### config.mk
export PLATFORM = sky130hd
export DESIGN_NAME = adc_emulator_flat
export DESIGN_NICKNAME = d
export VERILOG_FILES = /design/src/rtl/adc_emulator_if.sv /design/src/rtl/adc_emulator.sv /design/src/flat_wrapper.sv
export SDC_FILE = /design/constraint.sdc
export NUM_CORES = 1
export LEC_CHECK = 0
export BUFFER_PORTS_ARGS = -buffer_cell sky130_fd_sc_hd__clkbuf_2
export CAP_MARGIN = 20
export CORE_ASPECT_RATIO = 0.6
export CORE_UTILIZATION = 55
export DETAILED_ROUTE_END_ITERATION = 8
export GPL_TIMING_DRIVEN = 0
export PLACE_DENSITY = 0.75
export SLEW_MARGIN = 20
export SYNTH_ARGS = -nofsm -noshare
export SYNTH_HDL_FRONTEND = slang
export SYNTH_SLANG_ARGS = --single-unit
### constraint.sdc
create_clock -name i_clk -period 3.25 [get_ports i_clk]
set_clock_uncertainty 0.1 [all_clocks]
set_input_delay 0.4875 -clock i_clk [delete_from_list [all_inputs] [get_ports i_clk]]
set_output_delay 0.4875 -clock i_clk [all_outputs]
set_load 0.02 [all_outputs]
### src/rtl/adc_emulator_if.sv
// adc_emulator_if: conversion/readout bundle between the trigger/reader logic and the ADC.
//   master : trigger/reader side, drives cnv, sck, mode, pattern, overrun_clr
//   slave  : ADC (emulator) side, drives busy, sdo, overrun, conv_count
interface adc_emulator_if #(
   parameter int unsigned DATA_WIDTH = 24
);
   logic                  cnv;
   logic                  busy;
   logic                  sck;
   logic                  sdo;
   logic [1:0]            mode;
   logic [DATA_WIDTH-1:0] pattern;
   logic                  overrun;
   logic                  overrun_clr;
   logic [15:0]           conv_count;

   modport master (
      output cnv, sck, mode, pattern, overrun_clr,
      input  busy, sdo, overrun, conv_count
   );

   modport slave (
      input  cnv, sck, mode, pattern, overrun_clr,
      output busy, sdo, overrun, conv_count
   );
endinterface

### src/rtl/adc_emulator.sv
// adc_emulator: stands in for the physical ADC. A cnv rise starts a busy phase of CNV_CYCLES
// clocks; the selected sample (ramp, constant pattern or LFSR) is then shifted out MSB-first on
// sdo, one bit per reader sck rise.
//   i_clk   : clock
//   i_reset : synchronous active-high reset
//   adc     : adc_emulator_if slave (cnv/sck/mode/pattern/overrun_clr in,
//             busy/sdo/overrun/conv_count out)
module adc_emulator #(
   parameter int unsigned CNV_CYCLES = 28,
   parameter int unsigned DATA_WIDTH = 24,
   parameter int unsigned RAMP_STEP  = 1
) (
   input logic           i_clk,
   input logic           i_reset,
   adc_emulator_if.slave adc
);
   localparam int unsigned CntW = (CNV_CYCLES > 1) ? $clog2(CNV_CYCLES) : 1;
   localparam int unsigned BitW = $clog2(DATA_WIDTH + 1);

   typedef enum logic [1:0] {StIdle, StConvert, StShift} state_e;

   state_e                r_state;
   logic                  r_cnv_q;
   logic                  r_sck_q;
   logic                  r_busy;
   logic                  r_sdo;
   logic                  r_overrun;
   logic [CntW-1:0]       r_cnt;
   logic [BitW-1:0]       r_bits;
   logic [DATA_WIDTH-1:0] r_shreg;
   logic [DATA_WIDTH-1:0] r_ramp;
   logic [31:0]           r_lfsr;
   logic [15:0]           r_conv_count;

   logic                  w_cnv_rise;
   logic                  w_sck_rise;
   logic [DATA_WIDTH-1:0] w_sample;
   logic [DATA_WIDTH-1:0] w_shreg_shifted;
   logic [31:0]           w_lfsr_next;

   assign w_cnv_rise      = adc.cnv & ~r_cnv_q;
   assign w_sck_rise      = adc.sck & ~r_sck_q;
   assign w_shreg_shifted = r_shreg << 1;
   // Fibonacci taps for x^32 + x^22 + x^2 + x + 1
   assign w_lfsr_next     = {r_lfsr[30:0], r_lfsr[31] ^ r_lfsr[21] ^ r_lfsr[1] ^ r_lfsr[0]};

   always_comb begin
      w_sample = adc.pattern;
      case (adc.mode)
         2'd0:    w_sample = r_ramp;
         2'd2:    w_sample = r_lfsr[DATA_WIDTH-1:0];
         default: w_sample = adc.pattern;
      endcase
   end

   always_ff @(posedge i_clk) begin
      if (i_reset) begin
         r_state      <= StIdle;
         r_cnv_q      <= 1'b0;
         r_sck_q      <= 1'b0;
         r_busy       <= 1'b0;
         r_sdo        <= 1'b0;
         r_overrun    <= 1'b0;
         r_cnt        <= '0;
         r_bits       <= '0;
         r_shreg      <= '0;
         r_ramp       <= '0;
         r_lfsr       <= 32'd1;
         r_conv_count <= '0;
      end else begin
         r_cnv_q <= adc.cnv;
         r_sck_q <= adc.sck;

         // A new rise during a conversion is the only overrun source; set beats clear
         if ((r_state == StConvert) && w_cnv_rise) begin
            r_overrun <= 1'b1;
         end else if (adc.overrun_clr) begin
            r_overrun <= 1'b0;
         end

         case (r_state)
            StIdle, StShift: begin
               if (w_cnv_rise) begin
                  // Any unread bits of a readout in progress are dropped
                  r_state <= StConvert;
                  r_cnt   <= CntW'(CNV_CYCLES - 1);
                  r_busy  <= 1'b1;
                  r_sdo   <= 1'b0;
                  r_bits  <= '0;
               end else if ((r_state == StShift) && w_sck_rise) begin
                  r_shreg <= w_shreg_shifted;
                  r_bits  <= r_bits - BitW'(1);
                  if (r_bits == BitW'(1)) begin
                     r_state <= StIdle;
                     r_sdo   <= 1'b0;
                  end else begin
                     r_sdo <= w_shreg_shifted[DATA_WIDTH-1];
                  end
               end
            end
            StConvert: begin
               if (r_cnt == '0) begin
                  r_state      <= StShift;
                  r_busy       <= 1'b0;
                  r_shreg      <= w_sample;
                  r_sdo        <= w_sample[DATA_WIDTH-1];
                  r_bits       <= BitW'(DATA_WIDTH);
                  r_conv_count <= r_conv_count + 16'd1;
                  r_ramp       <= r_ramp + DATA_WIDTH'(RAMP_STEP);
                  r_lfsr       <= w_lfsr_next;
               end else begin
                  r_cnt <= r_cnt - CntW'(1);
               end
            end
            default: r_state <= StIdle;
         endcase
      end
   end

   assign adc.busy       = r_busy;
   assign adc.sdo        = r_sdo;
   assign adc.overrun    = r_overrun;
   assign adc.conv_count = r_conv_count;
endmodule

### src/flat_wrapper.sv
// flat-port wrapper written by rule: the top's interface ports become plain ports
module adc_emulator_flat 
#(
   parameter int unsigned CNV_CYCLES = 28,
   parameter int unsigned DATA_WIDTH = 24,
   parameter int unsigned RAMP_STEP  = 1
)
  (i_clk, i_reset, adc_cnv, adc_sck, adc_mode, adc_pattern, adc_overrun_clr, adc_busy, adc_sdo, adc_overrun, adc_conv_count);
  adc_emulator_if #(.DATA_WIDTH(DATA_WIDTH)) adc_i ();
  input logic i_clk;
  input logic i_reset;
  input wire logic [$bits(adc_i.cnv)-1:0] adc_cnv;
  input wire logic [$bits(adc_i.sck)-1:0] adc_sck;
  input wire logic [$bits(adc_i.mode)-1:0] adc_mode;
  input wire logic [$bits(adc_i.pattern)-1:0] adc_pattern;
  input wire logic [$bits(adc_i.overrun_clr)-1:0] adc_overrun_clr;
  output wire logic [$bits(adc_i.busy)-1:0] adc_busy;
  output wire logic [$bits(adc_i.sdo)-1:0] adc_sdo;
  output wire logic [$bits(adc_i.overrun)-1:0] adc_overrun;
  output wire logic [$bits(adc_i.conv_count)-1:0] adc_conv_count;
  assign adc_i.cnv = adc_cnv;
  assign adc_i.sck = adc_sck;
  assign adc_i.mode = adc_mode;
  assign adc_i.pattern = adc_pattern;
  assign adc_i.overrun_clr = adc_overrun_clr;
  assign adc_busy = adc_i.busy;
  assign adc_sdo = adc_i.sdo;
  assign adc_overrun = adc_i.overrun;
  assign adc_conv_count = adc_i.conv_count;
  adc_emulator #(.CNV_CYCLES(CNV_CYCLES), .DATA_WIDTH(DATA_WIDTH), .RAMP_STEP(RAMP_STEP)) u_core (.i_clk(i_clk), .i_reset(i_reset), .adc(adc_i));
endmodule
==> metrics.cfg <==
[status]
run_status=complete, no violations

[grt]
grt_pass1_wl_um=23400
grt_pass1_vias=4568
antenna_found_initial=0
grt-ovfl-total=0
grt_usage=0.309
grt_max_degree=17

[worst_setup_path]
path_class=reg2reg
r2r_end=u_core.r_ramp[13]$_SDFFE_PP0P_
worstSetupStartpointType=register
rr_startpoint=u_core.r_cnt[0]$_SDFFE_PP0P_
startpoint=u_core.r_cnt[0]$_SDFFE_PP0P_
arrival_ns=3.04
r2r_cells=7
end_kind=register
crit_path_max_fanout=10
critPathRequiredTime_ns=3.43
reg2reg_slack_ns=0.39

[die]
pin_count=50
die_w_um=128
die_area_mm2=0.00990
initial_utilization=0.568
core_mm2=0.00919
rows=27
die_h_um=77.5

[logic_synthesis]
syn_avg_cell_area_um2=8.14
synth_ff_type=dfxtp_1
synth_cell_type_count=40
async_flop_share=0
synth.largest_area_cell=dfxtp_1
ys_seq_elements=112
syn_inst=641
synth-seq-area-share=0.430
yosysTopAreaCellShare=0.430
synth.area.top_cells=dfxtp_1 43%, nand2_1 7.6%, a21oi_1 6.3%
synth_edf_count=0
mappedNetlistArea_mm2=0.00522
ys_warn_count=0
syn-num-nets=677

[worst_hold_path]
min_from=adc_sck
hold_path_depth=2
hold_end=u_core.r_sck_q$_SDFF_PP0_
hold_class=in2reg

[run]
maxCapViolCount=0

[cells_and_area]
n_antenna_cell=0
fin_area_mm2=0.00587
final_cell_mix=112 x dfxtp_1, 105 x nand2_1, 66 x a21oi_1
n_fill_cell=829
area_growth_pct=12.5
final_common_cell=dfxtp_1
layout-drive-gt1-share=0.0954
final_nets=734

[route]
vias_per_cell=6.07
firstDrtPassIters=5
routedWlPerCell_um=18.0
first_iter_violations=611
drc_errors=0
ant_nets=0
wirelength_um=15000
vias=5052

[sta]
worstMarginPinSlew_ns=0.724
fin_crit_ns=2.86
hold_viol=0
clock.fmax_ghz=0.350
maxSlewHeadroom=0.514
slew_violations=0
fin_setup_tns_ns=0
rsz0062_at_grt=false
finalCritPeriodShare=0.880
setup_viol_count_final=0

[placement]
post-dp-hpwl_um=10600
gp_congestion=0.897
io_buffers=46
placed_area_mm2=0.00561

[clocking]
cts_buffer_depth=2
cts_max_level=3
numCtsBuffers=9
tritoncts=yes
cts_setup_buffers=0
root_buffer=clkbuf_16
clock_sinks=112
cts.clk_slew.worst_paths_ns=0.07
insertion_delay_ns=0.36

[power]
power.density_mw_per_mm2=487
p_leak_uw=0.00197
irDropWorstVdd_mv=0.266
totalPowerFinal_uw=2860

-- worst max-delay path by stage --
stage	cells past startpoint	endpoint
floorplan	8	u_core.adc.conv_count[14]$_SDFFE_PP0P_
global placement	8	u_core.r_lfsr[13]$_SDFFE_PP0P_
detailed placement	8	u_core.r_lfsr[29]$_SDFFE_PP0P_
CTS	8	u_core.r_lfsr[29]$_SDFFE_PP0P_
global route	8	u_core.r_lfsr[12]$_SDFFE_PP0P_
finish	7	u_core.r_ramp[13]$_SDFFE_PP0P_
-- cell families (layout without fill, tap and decap cells) --
logic type | count (synthesis) | after routing | share of synthesized area
AO/OA/AOI/OAI | 173 | 173 | 0.200
XOR/XNOR | 19 | 19 | 0.0319
adder cells (fa/ha/maj) | 5 | 5 | 0.0120
buffers and inverters | 57 | 118 | 0.0432
flip-flops | 112 | 112 | 0.430
multiplexers | 25 | 25 | 0.0480
AND/OR/NAND/NOR | 250 | 250 | 0.235
-- routing by layer --
metal  vias to the layer above  wire length [µm]  track usage
li1                       2437                 -            -
met3                        22              1380       0.0834
met1                      2379              7130        0.444
met4                         0               170       0.0694
met2                       214              6310        0.459
met5                         -                 0            0
-- cell type report --
| type | instances | area, µm² | area share |
|---|---|---|---|
| Multi-Input combinational cell | 472 | 2760 | 0.470 |
| Tap cell | 130 | 163 | 0.0277 |
| Clock buffer | 11 | 233 | 0.0396 |
| Timing Repair Buffer | 46 | 230 | 0.0392 |
| Sequential cell | 112 | 2240 | 0.382 |
| Clock inverter | 4 | 22.5 | 0.00383 |
| Buffer | 49 | 195 | 0.0332 |
| Inverter | 8 | 30.0 | 0.00511 |
-- registers in the layout, indices dropped and copies added (netlist names) --
| signal | count |
|---|---|
| u_core.r_lfsr | 32 |
| u_core.r_bits | 5 |
| u_core.r_state | 2 |
| u_core.adc.busy | 1 |
| u_core.adc.overrun | 1 |
| u_core.r_cnt | 5 |
| u_core.r_cnv_q | 1 |
| u_core.r_ramp | 24 |
| u_core.adc.sdo | 1 |
| u_core.r_shreg | 23 |
| u_core.adc.conv_count | 16 |
| u_core.r_sck_q | 1 |
-- critical path, cell delays in order, from the launching register on --
cell	delay [ns]
dfxtp_1	0.34
inv_1	0.07
ha_1	0.22
nor4b_2	0.57
clkbuf_1	0.48
nand4_1	0.40
or3_1	0.43
a21oi_1	0.17
-- stage by stage --
stage | worst slack, ns | std cells | hold slack, ns | util
CTS | 0.0662 | 832 | 0.258 | 0.638
floorplan | 0.847 | 641 | 0.332 | -
detailed placement | 0.0802 | 817 | 0.345 | 0.611
global placement | 0.231 | 817 | 0.338 | 0.611
global route | 0.257 | 832 | 0.282 | 0.639
finish | 0.389 | 832 | 0.255 | 0.639
-- cells in the mapped netlist, types with 2 or more instances --
library cell and instances:
dfxtp_1 112, nand2_1 105, a21oi_1 66, clkbuf_1 42, o21ai_0 39, nor3_1 30
nor2_1 28, a211oi_1 25, mux2i_1 25, o211ai_1 23, nand3_1 15, nand4_1 15
o31ai_1 14, or4_1 14, or3_1 13, xnor2_1 10, xor2_1 9, inv_1 8
nor2b_1 7, and4_1 5, ha_1 5, nor4_1 4, and2_1 3, buf_1 3
nand2b_1 3, a21o_1 2, and3b_1 2, buf_2 2
-- power breakdown --
group          total [µW]  internal, µW  switching, µW  leakage [µW]
Combinational         384           137            247      0.000940
Clock                1020           513            509      0.000125
Sequential           1450          1420           34.8      0.000907
Total                2860          2070            791       0.00197
-- what timing repair did --
| item | in CTS | in global routing |
|---|---|---|
| gates resized for setup | 0 | 1 |
| hold endpoints to repair | 0 | 0 |
| setup endpoints to repair | 0 | 53 |
| hold buffers | 0 | 0 |
Note: power is estimated with default switching activity, not from simulation.
